File: src/rtl/rv_ctrl_pkg.sv
// rtl/rv_ctrl_pkg.sv - shared opcode, state and datapath mux-select encodings
package rv_ctrl_pkg;

    localparam int STATE_W = 4;

    localparam logic [6:0] OP_R      = 7'b0110011;
    localparam logic [6:0] OP_IMM    = 7'b0010011;
    localparam logic [6:0] OP_LUI    = 7'b0110111;
    localparam logic [6:0] OP_AUIPC  = 7'b0010111;
    localparam logic [6:0] OP_LOAD   = 7'b0000011;
    localparam logic [6:0] OP_STORE  = 7'b0100011;
    localparam logic [6:0] OP_BRANCH = 7'b1100011;
    localparam logic [6:0] OP_JAL    = 7'b1101111;
    localparam logic [6:0] OP_JALR   = 7'b1100111;

    typedef enum logic [STATE_W-1:0] {
        S_IDLE     = 4'd0,
        S_FETCH    = 4'd1,
        S_DECODE   = 4'd2,
        S_EXEC_R   = 4'd3,
        S_EXEC_I   = 4'd4,
        S_ALU_WB   = 4'd5,
        S_MEM_ADDR = 4'd6,
        S_MEM_RD   = 4'd7,
        S_MEM_WB   = 4'd8,
        S_MEM_WR   = 4'd9,
        S_BRANCH   = 4'd10,
        S_JAL      = 4'd11,
        S_JALR     = 4'd12,
        S_TRAP     = 4'd13
    } state_t;

    typedef enum logic [2:0] {
        CLS_EXEC_R = 3'd0,
        CLS_EXEC_I = 3'd1,
        CLS_MEM    = 3'd2,
        CLS_BRANCH = 3'd3,
        CLS_JAL    = 3'd4,
        CLS_JALR   = 3'd5,
        CLS_TRAP   = 3'd6
    } op_class_t;

    localparam logic [1:0] ALU_A_PC    = 2'b00;
    localparam logic [1:0] ALU_A_OLDPC = 2'b01;
    localparam logic [1:0] ALU_A_RS1   = 2'b10;
    localparam logic [1:0] ALU_A_ZERO  = 2'b11;

    localparam logic [1:0] ALU_B_RS2   = 2'b00;
    localparam logic [1:0] ALU_B_IMM   = 2'b01;
    localparam logic [1:0] ALU_B_FOUR  = 2'b10;

    localparam logic [1:0] ALUOP_ADD    = 2'b00;
    localparam logic [1:0] ALUOP_BRANCH = 2'b01;
    localparam logic [1:0] ALUOP_FUNCT  = 2'b10;

    localparam logic [1:0] WB_ALUOUT = 2'b00;
    localparam logic [1:0] WB_MEM    = 2'b01;
    localparam logic [1:0] WB_PC     = 2'b10;

endpackage

File: src/rtl/mc_opcode_decode.sv
// rtl/mc_opcode_decode.sv - opcode to instruction class and flavour flags
module mc_opcode_decode
    import rv_ctrl_pkg::*;
(
    input  logic [6:0] i_opcode,
    output op_class_t  o_class,
    output logic       o_is_load,
    output logic       o_is_lui,
    output logic       o_is_auipc,
    output logic       o_illegal
);

    always_comb begin
        o_class    = CLS_TRAP;
        o_is_load  = 1'b0;
        o_is_lui   = 1'b0;
        o_is_auipc = 1'b0;
        o_illegal  = 1'b0;
        case (i_opcode)
            OP_R:      o_class = CLS_EXEC_R;
            OP_IMM:    o_class = CLS_EXEC_I;
            OP_LUI: begin
                o_class  = CLS_EXEC_I;
                o_is_lui = 1'b1;
            end
            OP_AUIPC: begin
                o_class    = CLS_EXEC_I;
                o_is_auipc = 1'b1;
            end
            OP_LOAD: begin
                o_class   = CLS_MEM;
                o_is_load = 1'b1;
            end
            OP_STORE:  o_class = CLS_MEM;
            OP_BRANCH: o_class = CLS_BRANCH;
            OP_JAL:    o_class = CLS_JAL;
            OP_JALR:   o_class = CLS_JALR;
            default:   o_illegal = 1'b1;
        endcase
    end

endmodule

File: src/rtl/multicycle_ctrl_fsm.sv
// rtl/multicycle_ctrl_fsm.sv - multicycle RV32I control FSM driving datapath mux selects and memory port
module multicycle_ctrl_fsm
    import rv_ctrl_pkg::*;
#(
    parameter int STATE_W = 4
) (
    input  logic       clk,
    input  logic       rst_n,
    input  logic       run,
    input  logic [6:0] opcode,
    input  logic       br_cond,
    input  logic       mem_ready,
    output logic       mem_req,
    output logic       mem_we,
    output logic       addr_sel,
    output logic       ir_write,
    output logic       pc_write,
    output logic       pc_src_sel,
    output logic [1:0] alu_a_sel,
    output logic [1:0] alu_b_sel,
    output logic [1:0] alu_op,
    output logic [1:0] wb_sel,
    output logic       reg_write,
    output logic       retire,
    output logic       illegal_instr,
    output logic       busy
);

    logic [STATE_W-1:0] r_state;
    logic [STATE_W-1:0] w_next;
    logic [STATE_W-1:0] w_after_retire;
    logic               r_illegal;
    op_class_t          w_class;
    logic               w_is_load;
    logic               w_is_lui;
    logic               w_is_auipc;
    logic               w_illegal;

    mc_opcode_decode u_decode (
        .i_opcode   (opcode),
        .o_class    (w_class),
        .o_is_load  (w_is_load),
        .o_is_lui   (w_is_lui),
        .o_is_auipc (w_is_auipc),
        .o_illegal  (w_illegal)
    );

    always_ff @(posedge clk or negedge rst_n) begin
        if (!rst_n) begin
            r_state   <= S_IDLE;
            r_illegal <= 1'b0;
        end else begin
            r_state <= w_next;
            if (r_state == S_DECODE && w_illegal)
                r_illegal <= 1'b1;
        end
    end

    // run is only honoured at instruction boundaries, never mid-instruction
    assign w_after_retire = run ? S_FETCH : S_IDLE;

    always_comb begin
        w_next = r_state;
        case (r_state)
            S_IDLE:     if (run) w_next = S_FETCH;
            S_FETCH:    if (mem_ready) w_next = S_DECODE;
            S_DECODE: begin
                case (w_class)
                    CLS_EXEC_R: w_next = S_EXEC_R;
                    CLS_EXEC_I: w_next = S_EXEC_I;
                    CLS_MEM:    w_next = S_MEM_ADDR;
                    CLS_BRANCH: w_next = S_BRANCH;
                    CLS_JAL:    w_next = S_JAL;
                    CLS_JALR:   w_next = S_JALR;
                    default:    w_next = S_TRAP;
                endcase
            end
            S_EXEC_R:   w_next = S_ALU_WB;
            S_EXEC_I:   w_next = S_ALU_WB;
            S_MEM_ADDR: w_next = w_is_load ? S_MEM_RD : S_MEM_WR;
            S_MEM_RD:   if (mem_ready) w_next = S_MEM_WB;
            S_MEM_WR:   if (mem_ready) w_next = w_after_retire;
            S_ALU_WB, S_MEM_WB, S_BRANCH, S_JAL, S_JALR:
                        w_next = w_after_retire;
            S_TRAP:     w_next = S_TRAP;
            default:    w_next = S_IDLE;
        endcase
    end

    always_comb begin
        mem_req    = 1'b0;
        mem_we     = 1'b0;
        addr_sel   = 1'b0;
        ir_write   = 1'b0;
        pc_write   = 1'b0;
        pc_src_sel = 1'b0;
        alu_a_sel  = ALU_A_PC;
        alu_b_sel  = ALU_B_RS2;
        alu_op     = ALUOP_ADD;
        wb_sel     = WB_ALUOUT;
        reg_write  = 1'b0;
        retire     = 1'b0;
        busy       = 1'b1;
        case (r_state)
            S_FETCH: begin
                mem_req   = 1'b1;
                alu_b_sel = ALU_B_FOUR;
                ir_write  = mem_ready;
                pc_write  = mem_ready;
            end
            S_DECODE: begin
                alu_a_sel = ALU_A_OLDPC;
                alu_b_sel = ALU_B_IMM;
            end
            S_EXEC_R: begin
                alu_a_sel = ALU_A_RS1;
                alu_op    = ALUOP_FUNCT;
            end
            S_EXEC_I: begin
                alu_a_sel = w_is_lui   ? ALU_A_ZERO  :
                            w_is_auipc ? ALU_A_OLDPC : ALU_A_RS1;
                alu_b_sel = ALU_B_IMM;
                alu_op    = ALUOP_FUNCT;
            end
            S_ALU_WB: begin
                reg_write = 1'b1;
                retire    = 1'b1;
            end
            S_MEM_ADDR: begin
                alu_a_sel = ALU_A_RS1;
                alu_b_sel = ALU_B_IMM;
            end
            S_MEM_RD: begin
                mem_req  = 1'b1;
                addr_sel = 1'b1;
            end
            S_MEM_WB: begin
                wb_sel    = WB_MEM;
                reg_write = 1'b1;
                retire    = 1'b1;
            end
            S_MEM_WR: begin
                mem_req  = 1'b1;
                mem_we   = 1'b1;
                addr_sel = 1'b1;
                retire   = mem_ready;
            end
            S_BRANCH: begin
                alu_a_sel  = ALU_A_RS1;
                alu_op     = ALUOP_BRANCH;
                pc_src_sel = 1'b1;
                pc_write   = br_cond;
                retire     = 1'b1;
            end
            S_JAL: begin
                wb_sel     = WB_PC;
                reg_write  = 1'b1;
                pc_src_sel = 1'b1;
                pc_write   = 1'b1;
                retire     = 1'b1;
            end
            S_JALR: begin
                alu_a_sel = ALU_A_RS1;
                alu_b_sel = ALU_B_IMM;
                pc_write  = 1'b1;
                wb_sel    = WB_PC;
                reg_write = 1'b1;
                retire    = 1'b1;
            end
            default: busy = 1'b0;
        endcase
    end

    assign illegal_instr = r_illegal;

endmodule

File: config.mk
export PLATFORM = sky130hd
export DESIGN_NAME = multicycle_ctrl_fsm
export DESIGN_NICKNAME = d
export VERILOG_FILES = /design/src/rtl/rv_ctrl_pkg.sv /design/src/rtl/mc_opcode_decode.sv /design/src/rtl/multicycle_ctrl_fsm.sv
export SDC_FILE = /design/constraint.sdc
export NUM_CORES = 1
export LEC_CHECK = 0
export ABC_AREA = 1
export CAP_MARGIN = 5
export CORE_MARGIN = 8
export CORE_UTILIZATION = 46
export CTS_CLUSTER_SIZE = 25
export DETAILED_ROUTE_END_ITERATION = 16
export GPL_TIMING_DRIVEN = 0
export MAX_ROUTING_LAYER = met4
export PLACE_DENSITY = 0.86
export SLEW_MARGIN = 20
export SYNTH_ARGS = -nofsm -noshare
export SYNTH_HDL_FRONTEND = slang
export SYNTH_SLANG_ARGS = --single-unit
File: constraint.sdc
create_clock -name clk -period 3 [get_ports clk]
set_input_delay 0.75 -clock clk [delete_from_list [all_inputs] [get_ports clk]]
set_output_delay 0.75 -clock clk [all_outputs]
set_load 0.05 [all_outputs]
==> run_summary.xml <==
<?xml version="1.0" encoding="UTF-8"?>
<metrics>
  <group name="setup_path">
    <metric name="critical_path.max_fanout" unit="">5</metric>
    <metric name="type_of_the_worst_setup_path" unit="">reg2out</metric>
    <metric name="regToRegSetupSlack" unit="ns">1.51</metric>
    <metric name="critical-path-top-delay-family" unit="">buffers and inverters</metric>
    <metric name="reg2reg_from" unit="">r_state[2]$_DFFE_PN0P_</metric>
    <metric name="worst-path-stages" unit="">7</metric>
    <metric name="start_kind" unit="">register</metric>
    <metric name="worst-endpoint-required" unit="ns">2.25</metric>
    <metric name="timing.critical_path.mode_cell" unit="">inv_1</metric>
    <metric name="worstRegToRegCells" unit="">10</metric>
    <metric name="crit_slowest_cell" unit="">clkdlybuf4s50_1</metric>
    <metric name="endpoint_kind" unit="">output port</metric>
    <metric name="critical_path.n_buffers_inverters" unit="">4</metric>
    <metric name="cp_slowest_stage_delay" unit="ns">0.80</metric>
    <metric name="timing.critical_path.cells" unit="">nand2_1 &gt; inv_1 &gt; nand2_1 &gt; inv_1 &gt; a21oi_1 &gt; inv_1 &gt; clkdlybuf4s50_1</metric>
    <metric name="regToRegEndpoint" unit="">r_state[0]$_DFFE_PN0P_</metric>
    <metric name="worst_ep_arrival_time" unit="ns">2.10</metric>
  </group>
  <group name="cts">
    <metric name="tritoncts_num_sinks" unit="">5</metric>
    <metric name="clk_pin_slew" unit="ns">0.04</metric>
    <metric name="h_tree_levels" unit="">1</metric>
    <metric name="clock_insertion_delay_worst_skew" unit="ns">0.24</metric>
    <metric name="tritoncts" unit="">done</metric>
    <metric name="cts_buffer_depth" unit="">2</metric>
    <metric name="clock-root-buffer" unit="">clkbuf_4</metric>
    <metric name="cts_setup_buffers" unit="">0</metric>
    <metric name="number_of_buffers_added_by_the_clock_tree_synthesis_step" unit="">3</metric>
  </group>
  <group name="grt">
    <metric name="grtUsageTotal" unit="%">14.58</metric>
    <metric name="grt_start_max_net_pins" unit="">8</metric>
    <metric name="grt_overflow" unit="">0</metric>
    <metric name="number_of_global_route_vias_before_repair" unit="">895</metric>
    <metric name="grt_pass1_wl" unit="um">3808</metric>
    <metric name="antenna_found_initial" unit="">0</metric>
  </group>
  <group name="final_layout">
    <metric name="post_route_cells_drive_above_1_share" unit="%">11.38</metric>
    <metric name="antenna-diode-count" unit="">0</metric>
    <metric name="layout.core_utilization" unit="%">71.51</metric>
    <metric name="final.fill_count" unit="">148</metric>
    <metric name="syn2layout_area_growth" unit="%">45.93</metric>
    <metric name="final-seq-area" unit="um^2">125.1</metric>
    <metric name="multiInputGateArea" unit="um^2">524.3</metric>
    <metric name="final_nets" unit="">182</metric>
  </group>
  <group name="logic_synthesis">
    <metric name="synthFlopType" unit="">dfrtp_1</metric>
    <metric name="syn-mean-instance-area" unit="um^2">5.509</metric>
    <metric name="synth.net_count" unit="">148</metric>
    <metric name="synth_area_leaders" unit="">nand2_1, dfrtp_1, inv_1</metric>
    <metric name="synth_edf_count" unit="">0</metric>
    <metric name="synthCells" unit="">134</metric>
    <metric name="synth-seq-area-share" unit="%">16.95</metric>
    <metric name="synth_cell_count_leaders" unit="">nand2_1, inv_1, nor2_1</metric>
    <metric name="synth_area" unit="um^2">738.2</metric>
    <metric name="synth_largest_area_cell" unit="">nand2_1</metric>
    <metric name="ys.warnings.count" unit="">0</metric>
    <metric name="ys_seq_elements" unit="">5</metric>
    <metric name="async_reset_ff_share" unit="%">100.0</metric>
    <metric name="yosysMostFrequentCell" unit="">nand2_1</metric>
    <metric name="synth.top_cell.area_share" unit="%">21.86</metric>
    <metric name="synth_cell_types" unit="">24</metric>
  </group>
  <group name="route">
    <metric name="totalWireLength" unit="um">2184</metric>
    <metric name="route.detailed.drc" unit="">0</metric>
    <metric name="post_drt_wl_per_cell" unit="um">11.93</metric>
    <metric name="drtIter0Drc" unit="">28</metric>
    <metric name="vias_per_cell" unit="">5.109</metric>
    <metric name="drt_pre_antenna_iters" unit="">4</metric>
    <metric name="route.vias.total" unit="">935</metric>
    <metric name="antenna_left" unit="">0</metric>
  </group>
  <group name="sta">
    <metric name="period_needed" unit="ns">2.851</metric>
    <metric name="worst_clock_skew" unit="ns">0.002652</metric>
    <metric name="timing_max_transition_violations_final" unit="">0</metric>
    <metric name="layout_worst_path_cycle_share" unit="%">95.02</metric>
    <metric name="hold_viol" unit="">0</metric>
    <metric name="timing_worst_slew_pin_value" unit="ns">0.5107</metric>
    <metric name="hold_ws" unit="ns">0.4680</metric>
    <metric name="grt_setup_unrepaired" unit="">false</metric>
    <metric name="max_clock_freq" unit="GHz">0.3508</metric>
    <metric name="final-setup-viol-count" unit="">0</metric>
    <metric name="worst_slack" unit="ns">0.1494</metric>
    <metric name="max-slew-margin-rel" unit="%">65.90</metric>
  </group>
  <group name="status">
    <metric name="outcome" unit="">finished, final reports clean</metric>
  </group>
  <group name="placed_design">
    <metric name="gp_congestion" unit="">0.8640</metric>
    <metric name="hpwlAfterDp" unit="um">1864</metric>
    <metric name="buffer_ports.inserted" unit="">29</metric>
    <metric name="dpl_worst_slack" unit="ns">-0.3029</metric>
  </group>
  <group name="floorplan">
    <metric name="die_height" unit="um">56.06</metric>
    <metric name="floorplan.initialDensity" unit="%">49.00</metric>
    <metric name="design.die.area" unit="mm^2">0.003143</metric>
    <metric name="num_rows" unit="">14</metric>
    <metric name="floorplan.io_pins" unit="">30</metric>
    <metric name="horiz_die_dim" unit="um">56.06</metric>
    <metric name="design.core.area" unit="mm^2">0.001506</metric>
  </group>
  <group name="pwr">
    <metric name="totalPowerFinal" unit="uW">1188</metric>
    <metric name="p_leak" unit="uW">0.0006515</metric>
    <metric name="cellPowerDensity" unit="mW/mm^2">1103</metric>
    <metric name="irDropWorstVdd" unit="V">0.0007568</metric>
  </group>
  <group name="min_path">
    <metric name="worst_hold_path.endpoint" unit="">illegal_instr$_DFFE_PN0P_</metric>
    <metric name="whs_path_depth" unit="">1</metric>
    <metric name="worstHoldPathType" unit="">reg2reg</metric>
    <metric name="min-delay-start" unit="">illegal_instr$_DFFE_PN0P_</metric>
  </group>
  <group name="flow_run">
    <metric name="max_cap_viols" unit="">0</metric>
  </group>
</metrics>
[worst register-to-register path: stages (launching register included)]
cell	delay, ns
dfrtp_1	0.47
inv_2	0.12
nor2_4	0.05
nand2_1	0.12
nand2_2	0.08
a21oi_2	0.13
nand2_1	0.07
a21oi_1	0.14
nand2_1	0.08
nand2_1	0.06
nand2_1	0.05
[cells in the final DEF, fill, tap and decap left out]
| cell | Yosys | final |
|---|---|---|
| o2111ai_1 | 1 | 1 |
| inv_2 | 2 | 2 |
| dfrtp_1 | 5 | 5 |
| o21ai_1 | 1 | 1 |
| nor2_2 | 3 | 3 |
| nand3_1 | 11 | 11 |
| nand4_1 | 2 | 2 |
| o22ai_1 | 2 | 2 |
| nor2_1 | 16 | 16 |
| nand2_2 | 2 | 2 |
| a31o_2 | 1 | 1 |
| o211ai_1 | 1 | 1 |
| o21ai_0 | 1 | 1 |
| nand3b_1 | 1 | 1 |
| a41o_1 | 1 | 1 |
| inv_1 | 23 | 23 |
| nand3_2 | 1 | 1 |
| ha_1 | 2 | 2 |
| dlygate4sd2_1 | 0 | 2 |
| dlymetal6s2s_1 | 0 | 4 |
| nand2_1 | 43 | 43 |
| nor3_2 | 0 | 1 |
| a21oi_2 | 1 | 1 |
| clkbuf_1 | 0 | 1 |
| a21oi_1 | 6 | 6 |
| nor2_4 | 2 | 2 |
| clkbuf_2 | 0 | 1 |
| nor3_1 | 5 | 4 |
| clkbuf_4 | 0 | 3 |
| o211ai_2 | 1 | 1 |
| buf_2 | 0 | 1 |
| clkdlybuf4s50_1 | 0 | 21 |
[per-stage QoR]
stage                     instance area, um^2  std cells  setup TNS, ns
after floorplan                         743.2        134              0
after global routing                     1077        183              0
final                                    1077        183              0
after CTS                                1079        183              0
after detailed placement                 1054        179        -0.7873
after global placement                   1054        179        -0.6915
[worst max path at each step]
stage / from / end
global route: r_state[1]$_DFFE_PN0P_ / addr_sel
CTS: mem_ready / ir_write
detailed placement: opcode[4] / alu_a_sel[0]
finish: r_state[2]$_DFFE_PN0P_ / wb_sel[1]
floorplan: r_state[3]$_DFFE_PN0P_ / pc_write
global placement: opcode[6] / alu_a_sel[1]
[power breakdown]
part | internal (uW) | total, uW | leakage, uW | switching (uW)
combinational | 285 | 970 | 0.000575 | 685
clock | 50.2 | 77.0 | 0.0000150 | 26.8
sequential | 99.1 | 140 | 0.0000611 | 41.3
[registers in the layout, summed over array words and instances, names as in the netlist]
| register | cells |
|---|---|
| illegal_instr | 1 |
| r_state | 4 |
[cells by family (layout without fill, tap and decap cells)]
kind of cell / Yosys count / after routing / share of synthesized area (%)
AOI/OAI and AO/OA: 16 / 16 / 14.75
adders and majority gates: 2 / 2 / 3.389
buffers and inverters: 25 / 58 / 12.71
DFF: 5 / 5 / 16.95
and+or+nand+nor: 86 / 86 / 52.20
[metal layers]
metal,routed length [um],track usage (%)
met1,1016,17.72
met2,1029,22.82
met4,36,6.873
met5,0,-
met3,102,2.283
[cell type report]
class                   count  share of cell area, %
flip-flops and latches      5                  11.61
multi-input cells         104                  48.66
well taps                  16                  1.858
repair buffers             29                  26.71
clock buffers               4                  2.439
inverters                  25                  8.711
[repair_timing]
action,CTS,global route
resized for setup,7,7
cloned,0,0
hold buffers,0,0
setup endpoints to repair,4,6
hold endpoints to repair,0,0
(Power assumes the default switching activity.)
